### src/rtl/core_pkg.sv
// core_pkg: definitions shared by the fetch/PC path and branch_unit.
//  - FSM state encodings for fetch_pc_unit
//  - BR_* branch-op encodings (must match branch_unit)
//  - INSTR_ALIGN_MASK: low PC bits that must be zero for a legal fetch
package core_pkg;

    localparam logic [1:0] S_REQ  = 2'd0;
    localparam logic [1:0] S_WAIT = 2'd1;
    localparam logic [1:0] S_EXEC = 2'd2;
    localparam logic [1:0] S_TRAP = 2'd3;

    typedef enum logic [4:0] {
        BR_BEQ  = 5'b00000,
        BR_BNE  = 5'b00001,
        BR_BLT  = 5'b00100,
        BR_BGE  = 5'b00101,
        BR_BLTU = 5'b00110,
        BR_BGEU = 5'b00111,
        BR_JUMP = 5'b11111
    } br_op_e;

    localparam logic [31:0] INSTR_ALIGN_MASK = 32'h0000_0003;

    function automatic logic is_misaligned(input logic [31:0] addr);
        return |(addr & INSTR_ALIGN_MASK);
    endfunction

endpackage

### src/rtl/fetch_pc_unit_next_pc.sv
// next_pc_calc: combinational next-PC selection for a retiring instruction.
//  pc, imm, rs1_data  in  32  current pc, sign-extended offset, jalr base
//  branch, is_jalr    in  1   taken decision, rs1-relative target
//  next_pc            out 32  selected next PC (modulo 2^32)
//  misaligned         out 1   next_pc not 4-byte aligned
module next_pc_calc
    import core_pkg::*;
(
    input  logic [31:0] pc,
    input  logic [31:0] imm,
    input  logic [31:0] rs1_data,
    input  logic        branch,
    input  logic        is_jalr,
    output logic [31:0] next_pc,
    output logic        misaligned
);

    logic [31:0] target;

    always_comb begin
        target = (is_jalr ? rs1_data : pc) + imm;
        // jalr clears bit 0 only; bit 1 can still leave the target misaligned
        if (is_jalr)
            target = target & ~32'h1;
        next_pc    = branch ? target : pc + 32'd4;
        misaligned = is_misaligned(next_pc);
    end

endmodule

### src/rtl/fetch_pc_unit.sv
// fetch_pc_unit: program counter and instruction fetch for the monocycle core.
// Fetches one instruction per REQ/WAIT/EXEC round over imem req/gnt/rvalid,
// holds it for the core, and on retire moves pc to the selected next PC.
// A misaligned taken target traps sticky until rst.
//  clk, rst                  clock, synchronous active-high reset
//  imem_req/addr             fetch request (held until gnt) and address (= pc)
//  imem_gnt/rvalid/rdata     grant, read-data valid, instruction word
//  instr, instr_valid, pc    latched instruction, valid flag, its address
//  pc_plus4                  link value pc+4
//  retire, branch, is_jalr,
//  imm, rs1_data             retirement and next-PC inputs (sampled with retire)
//  misalign_trap, trap_pc    sticky trap flag and faulting pc
//  retired_cnt               retired-instruction count, wraps
module fetch_pc_unit
    import core_pkg::*;
#(
    parameter logic [31:0] RESET_PC = 32'h0000_0000,
    parameter int          CNT_W    = 32
) (
    input  logic             clk,
    input  logic             rst,
    output logic             imem_req,
    output logic [31:0]      imem_addr,
    input  logic             imem_gnt,
    input  logic             imem_rvalid,
    input  logic [31:0]      imem_rdata,
    output logic [31:0]      instr,
    output logic             instr_valid,
    output logic [31:0]      pc,
    output logic [31:0]      pc_plus4,
    input  logic             retire,
    input  logic             branch,
    input  logic             is_jalr,
    input  logic [31:0]      imm,
    input  logic [31:0]      rs1_data,
    output logic             misalign_trap,
    output logic [31:0]      trap_pc,
    output logic [CNT_W-1:0] retired_cnt
);

    logic [1:0]  state, state_nxt;
    logic [31:0] next_pc;
    logic        next_misaligned;
    logic        do_retire;

    next_pc_calc u_next_pc (
        .pc         (pc),
        .imm        (imm),
        .rs1_data   (rs1_data),
        .branch     (branch),
        .is_jalr    (is_jalr),
        .next_pc    (next_pc),
        .misaligned (next_misaligned)
    );

    assign do_retire = (state == S_EXEC) && retire;

    // state register
    always_ff @(posedge clk) begin
        if (rst)
            state <= S_REQ;
        else
            state <= state_nxt;
    end

    // next state
    always_comb begin
        state_nxt = state;
        case (state)
            S_REQ:   if (imem_gnt)    state_nxt = S_WAIT;
            S_WAIT:  if (imem_rvalid) state_nxt = S_EXEC;
            S_EXEC:  if (retire)      state_nxt = next_misaligned ? S_TRAP : S_REQ;
            default: state_nxt = S_TRAP;
        endcase
    end

    // outputs; req is gated by rst so nothing is requested while held in reset
    always_comb begin
        imem_req    = (state == S_REQ) && !rst;
        instr_valid = (state == S_EXEC);
    end

    assign imem_addr = pc;
    assign pc_plus4  = pc + 32'd4;

    // datapath registers; rvalid outside S_WAIT is dropped
    always_ff @(posedge clk) begin
        if (rst) begin
            pc            <= RESET_PC;
            instr         <= '0;
            misalign_trap <= 1'b0;
            trap_pc       <= '0;
            retired_cnt   <= '0;
        end else begin
            if (state == S_WAIT && imem_rvalid)
                instr <= imem_rdata;
            if (do_retire) begin
                if (next_misaligned) begin
                    // faulting instruction is not counted and pc stays on it
                    misalign_trap <= 1'b1;
                    trap_pc       <= pc;
                end else begin
                    pc          <= next_pc;
                    retired_cnt <= retired_cnt + {{(CNT_W-1){1'b0}}, 1'b1};
                end
            end
        end
    end

endmodule

### config.mk
export PLATFORM = sky130hd
export DESIGN_NAME = fetch_pc_unit
export DESIGN_NICKNAME = d
export VERILOG_FILES = /design/src/rtl/core_pkg.sv /design/src/rtl/fetch_pc_unit_next_pc.sv /design/src/rtl/fetch_pc_unit.sv
export SDC_FILE = /design/constraint.sdc
export NUM_CORES = 1
export LEC_CHECK = 0
export BUFFER_PORTS_ARGS = -buffer_cell sky130_fd_sc_hd__buf_2
export CORE_ASPECT_RATIO = 0.75
export CORE_MARGIN = 5
export CORE_UTILIZATION = 45
export DETAILED_ROUTE_END_ITERATION = 12
export PLACE_DENSITY = 0.86
export SLEW_MARGIN = 20
export SYNTH_ARGS = -nofsm -noshare
export SYNTH_HDL_FRONTEND = slang
export SYNTH_SLANG_ARGS = --single-unit
### constraint.sdc
create_clock -name clk -period 3.5 [get_ports clk]
set_input_delay 0.175 -clock clk [delete_from_list [all_inputs] [get_ports clk]]
set_output_delay 0.175 -clock clk [all_outputs]
set_load 0.02 [all_outputs]
==> run summary <==
The run finished with clean final reports. The per-instance average area after synthesis is 7.57 um2, and the number of instances resized during post-cts repair is 0. Along the worst hold path, the cell count comes to 3. Compared with the post-synthesis result, the final layout area differs by 28.6%. When the netlist entered floorplanning its net count stood at 1,244. The setup check on the worst reg-to-reg path leaves a slack of 0.34 ns. No sink is reached through more buffers than the 2 on the longest clock path.

The clock arrives with 0.0126 ns of skew. VDD sags by at most 0.000294 V. The setup violation total in the final timing report was 0; the detail-routed via count per cell was 5.78. After clock tree synthesis, the clock-pin slew on the worst setup and hold paths is 0.07 ns. Of the total synthesized cell area, the portion taken by XOR and XNOR cells is 7.11%. The beginning of the worst register-to-register path is imem_addr[2]$_SDFFE_PP0P_. Of the total power, combinational logic draws 17.5%. Prior to clock tree synthesis, the placed netlist has a worst setup slack of 0.243 ns. The starting density of the core is 45.5%, and the reported max-cap violation count is 0. The fraction of power spent switching nets works out to 30.9%.

The maximum clock frequency is 0.294 GHz, and the overall die height is 128 um. The multiplexer share of the synthesized area came out at 3.84%. For the initial antenna violation count, the log shows 0. Setup repair after global routing left no endpoint under its margin. The internal power consumption was 2.73 mW; the number of flops mapped to enable cells by yosys was 0.

In this run the cell area of the synthesized design comes to 0.00838 mm2. The worst pin sits at a relative slew slack of 48.0%. After detailed routing, the number of remaining DRC violations is 0. For this design, the sink count on the clock tree is 131.

The net count reported at finish is 1,516, and the number of failing hold endpoints at the final stage is 0. The floorplan step defined a die boundary enclosing 0.0215 mm2. The number of H-tree branching levels was 4. The run gives 1,677 as the final-layout fill cell count. The tools report the terminating pin of the worst hold path as instr[29]$_SDFFE_PP0P_. The count of standard-cell rows is 43. Entering global routing, the biggest net connects 89 pins.

The number of buffer cells added on primary ports was 297; the count of mapped cells out of synthesis was 1,107. In this run the worst path has a maximum fanout of 10. The tools report the endpoint of the most critical register-to-register path as imem_addr[31]$_SDFFE_PP0P_. In this run the standard cell core region covers 0.0184 mm2. The tools report the clock tree root buffer cell as sky130_fd_sc_hd__clkbuf_16. The worst hold path begins at imem_rdata[29].

The logs give 0 ns for the sum of negative setup slack and 0 for the number of inserted diodes. For the global-route wire length before repair, the log shows 46.9 mm. Summing the areas of all compound-gate instances in the mapped netlist gives 20.5% of the synthesized area. The run gives 5.04 nW as the reported leakage power.

The mean routed wirelength per cell came out at 18.7 um. The slew of the pin with the lowest slew margin is 0.774 ns. Sequential cells account for 39.1% of the total power. The total wire length is 30.7 mm, and the warning count from the yosys run is 0. The number of max-slew violations in the final report was 0; the minimum setup slack in the final design was 0.102 ns. Global routing used 27.1% of the available tracks. Before antenna repair, the detailed router went through 5 iterations. The part of the cycle the worst path needs is 97.1%. The top flip-flop cell by instance count after synthesis is sky130_fd_sc_hd__dfxtp_1.

Of the cells placed in the final design, the portion with a size suffix greater than 1 is 29.0%. The startpoint type of the worst setup path is a flop. The wire-length estimate of the detail-placed layout is 22.5 mm.

The detail route stage leaves a number of antenna-violating nets equal to 0. The via count was 9,468; the count of distinct cell types in the synthesized netlist was 76. The number of global-route vias before repair came out at 8,730.

After Yosys synthesis, and, or, nand and nor cells account for 24.7% of the synthesized area. TritonCTS built the clock tree. In this run, CTS created clock tree buffers numbering 17. The cell depth of the worst flop-to-flop path came out at 10.

The capturing element type of the critical path was an output pin. The first routing iteration left 922 violations. The logs give 1,578 for the number of cells in the design after placement and 298 for the count of boundary I/O pins. The floorplan step set the die width to 168 um. The classification of the worst setup path was flop to output pin.

For the worst setup path, the data required time is 3.32 ns. Summed over all nets, the switching power comes to 1.22 mW. The smallest clock period supported by the final layout is computed as 3.40 ns.

For the worst setup path, the data arrival time is 3.22 ns. Dividing total power by cell area gives a power density of 366 mW/mm2. The path type of the worst min-delay path is input port to flop. Clock latency on the worst-skew pair: 0.41 ns. The adder and majority gate portion of the synthesized area is 5.17%. After synthesis the netlist holds a flip-flop and latch count of 131.

Summing internal, switching and leakage power gives 3.95 mW. The sum of overflow across all layers after global routing is 0. Excluding fillers, the count of instances in the completed layout stands at 1,639. The fraction of registers with async set or reset after synthesis was 0%. The clock network burns 43.4% of the power. The sequential element share of the synthesized area is 31.3%. After synthesis, the largest family of logic cells by area is simple AND/OR/NAND/NOR gates. The global placer's final weighted congestion was 0.993.
synthesized netlist by cell type, types with 3 or more instances:
cell type,n,share of area (%)
sky130_fd_sc_hd__nand2_1,196,8.8
sky130_fd_sc_hd__dfxtp_1,131,31
sky130_fd_sc_hd__a21oi_1,123,7.3
sky130_fd_sc_hd__nor2_1,83,3.7
sky130_fd_sc_hd__clkbuf_1,62,2.8
sky130_fd_sc_hd__o21ai_0,46,2.7
sky130_fd_sc_hd__xor2_1,43,4.5
sky130_fd_sc_hd__buf_4,37,3.3
sky130_fd_sc_hd__ha_1,33,4.9
sky130_fd_sc_hd__nand4_1,28,2.1
sky130_fd_sc_hd__nor3_1,26,1.6
sky130_fd_sc_hd__mux2_2,25,3.4
sky130_fd_sc_hd__nand3_1,25,1.5
sky130_fd_sc_hd__xnor2_1,25,2.6
sky130_fd_sc_hd__and3_1,19,1.4
sky130_fd_sc_hd__a21o_1,18,1.6
sky130_fd_sc_hd__inv_1,18,0.81
sky130_fd_sc_hd__a211oi_1,12,1.1
sky130_fd_sc_hd__a31oi_1,11,0.82
sky130_fd_sc_hd__and2_1,11,0.82
sky130_fd_sc_hd__o21a_1,9,0.81
sky130_fd_sc_hd__nor2b_1,8,0.60
sky130_fd_sc_hd__or3_1,8,0.60
sky130_fd_sc_hd__and4_1,6,0.63
sky130_fd_sc_hd__nand2b_1,6,0.45
sky130_fd_sc_hd__o211ai_1,6,0.54
sky130_fd_sc_hd__a22oi_1,5,0.45
sky130_fd_sc_hd__o21bai_1,5,0.45
sky130_fd_sc_hd__a221oi_1,4,0.42
sky130_fd_sc_hd__mux2i_1,4,0.48
sky130_fd_sc_hd__a211o_1,3,0.31
sky130_fd_sc_hd__a22o_1,3,0.31
sky130_fd_sc_hd__buf_2,3,0.18
sky130_fd_sc_hd__nand3b_1,3,0.27
sky130_fd_sc_hd__nor4_1,3,0.22
sky130_fd_sc_hd__o22ai_1,3,0.22
sky130_fd_sc_hd__or2_2,3,0.22
sky130_fd_sc_hd__or4_1,3,0.27
metal layers:
metal	global-route usage (%)	up-vias	wire (um)
li1	-	4417	-
met5	0	-	0
met3	6.57	66	3200
met1	35.4	4383	12700
met2	44.1	602	13900
met4	9.73	0	857
how the worst max path moves through the flow:
stage	start	end	slack [ns]	depth (start not counted)
finish	imem_addr[4]$_SDFFE_PP0P_	pc_plus4[31]	0.10	6
global route	imem_addr[10]$_SDFFE_PP0P_	pc_plus4[31]	0.06	6
CTS	imem_addr[4]$_SDFFE_PP0P_	pc_plus4[31]	0.24	6
detailed placement	is_jalr	imem_addr[31]$_SDFFE_PP0P_	0.24	11
global placement	is_jalr	imem_addr[31]$_SDFFE_PP0P_	0.35	11
floorplan	is_jalr	imem_addr[9]$_SDFFE_PP0P_	0.11	12
area by class of cell:
class | instances | area (um2) | share of cell area, %
Multi-Input combinational cell | 851 | 5150 | 47.8
Sequential cell | 131 | 2620 | 24.3
Timing Repair Buffer | 359 | 2050 | 19.0
Clock buffer | 17 | 425 | 3.95
Tap cell | 247 | 309 | 2.87
Clock inverter | 15 | 140 | 1.30
Inverter | 19 | 71.3 | 0.662
power groups by stage:
stage / Combinational, mW / Clock, mW / Sequential (mW)
detailed placement: 0.642 / 0 / 1.57
floorplan: 0.410 / 0 / 1.60
CTS: 0.669 / 1.74 / 1.54
global route: 0.746 / 1.81 / 1.55
finish: 0.689 / 1.71 / 1.54
global placement: 0.629 / 0 / 1.57
cells in the final DEF, fill, tap and decap left out, types with 4 or more instances in the layout:
cell,synthesis,final
sky130_fd_sc_hd__a211oi_1,12,12
sky130_fd_sc_hd__a21o_1,18,18
sky130_fd_sc_hd__a21oi_1,123,123
sky130_fd_sc_hd__a221oi_1,4,4
sky130_fd_sc_hd__a22oi_1,5,5
sky130_fd_sc_hd__a31oi_1,11,11
sky130_fd_sc_hd__and2_1,11,12
sky130_fd_sc_hd__and3_1,19,19
sky130_fd_sc_hd__and4_1,6,6
sky130_fd_sc_hd__buf_2,3,296
sky130_fd_sc_hd__buf_4,37,32
sky130_fd_sc_hd__clkbuf_16,0,17
sky130_fd_sc_hd__clkinv_4,0,4
sky130_fd_sc_hd__dfxtp_1,131,131
sky130_fd_sc_hd__dlygate4sd3_1,0,29
sky130_fd_sc_hd__ha_1,33,33
sky130_fd_sc_hd__inv_1,18,18
sky130_fd_sc_hd__inv_6,0,4
sky130_fd_sc_hd__mux2_2,25,25
sky130_fd_sc_hd__mux2i_1,4,4
sky130_fd_sc_hd__nand2_1,196,196
sky130_fd_sc_hd__nand2b_1,6,6
sky130_fd_sc_hd__nand3_1,25,25
sky130_fd_sc_hd__nand4_1,28,28
sky130_fd_sc_hd__nor2_1,83,81
sky130_fd_sc_hd__nor2b_1,8,8
sky130_fd_sc_hd__nor3_1,26,25
sky130_fd_sc_hd__o211ai_1,6,6
sky130_fd_sc_hd__o21a_1,9,9
sky130_fd_sc_hd__o21ai_0,46,46
sky130_fd_sc_hd__o21bai_1,5,5
sky130_fd_sc_hd__or3_1,8,8
sky130_fd_sc_hd__xnor2_1,25,25
sky130_fd_sc_hd__xor2_1,43,43
timing repair:
action                    4_1_cts  5_1_grt
buffers inserted                0        0
hold endpoints to repair       29        0
hold buffers                   29        0
cells by family after synthesis:
logic type | Yosys count
xor gates and xnor gates | 68
adders and majority gates | 34
buffers and inverters | 125
DFF | 131
and+or+nand+nor | 442
muxes | 29
AOI/OAI and AO/OA | 278
worst max-delay path: stages (launching register included):
cell and delay, ns:
sky130_fd_sc_hd__dfxtp_1 0.57, sky130_fd_sc_hd__nand4_2 0.25, sky130_fd_sc_hd__or4_1 0.78, sky130_fd_sc_hd__or4_4 0.62, sky130_fd_sc_hd__nor2_4 0.16, sky130_fd_sc_hd__xor2_1 0.21
sky130_fd_sc_hd__buf_2 0.21
flip-flops by register name, summed over array words and instances (netlist names):
name,count
state,2
trap_pc,32
misalign_trap,1
imem_addr,32
instr,32
retired_cnt,32
stage by stage:
step	hold slack, ns	util (%)	cell area, um2
2_1_floorplan	0.311	-	8380
3_3_place_gp	0.415	53.9	9910
3_5_place_dp	0.421	53.9	9910
4_1_cts	0.00500	58.5	10800
5_1_grt	0.0350	58.6	10800
6_report	0.0418	58.6	10800
No activity file was read; power rests on OpenSTA's default activity.
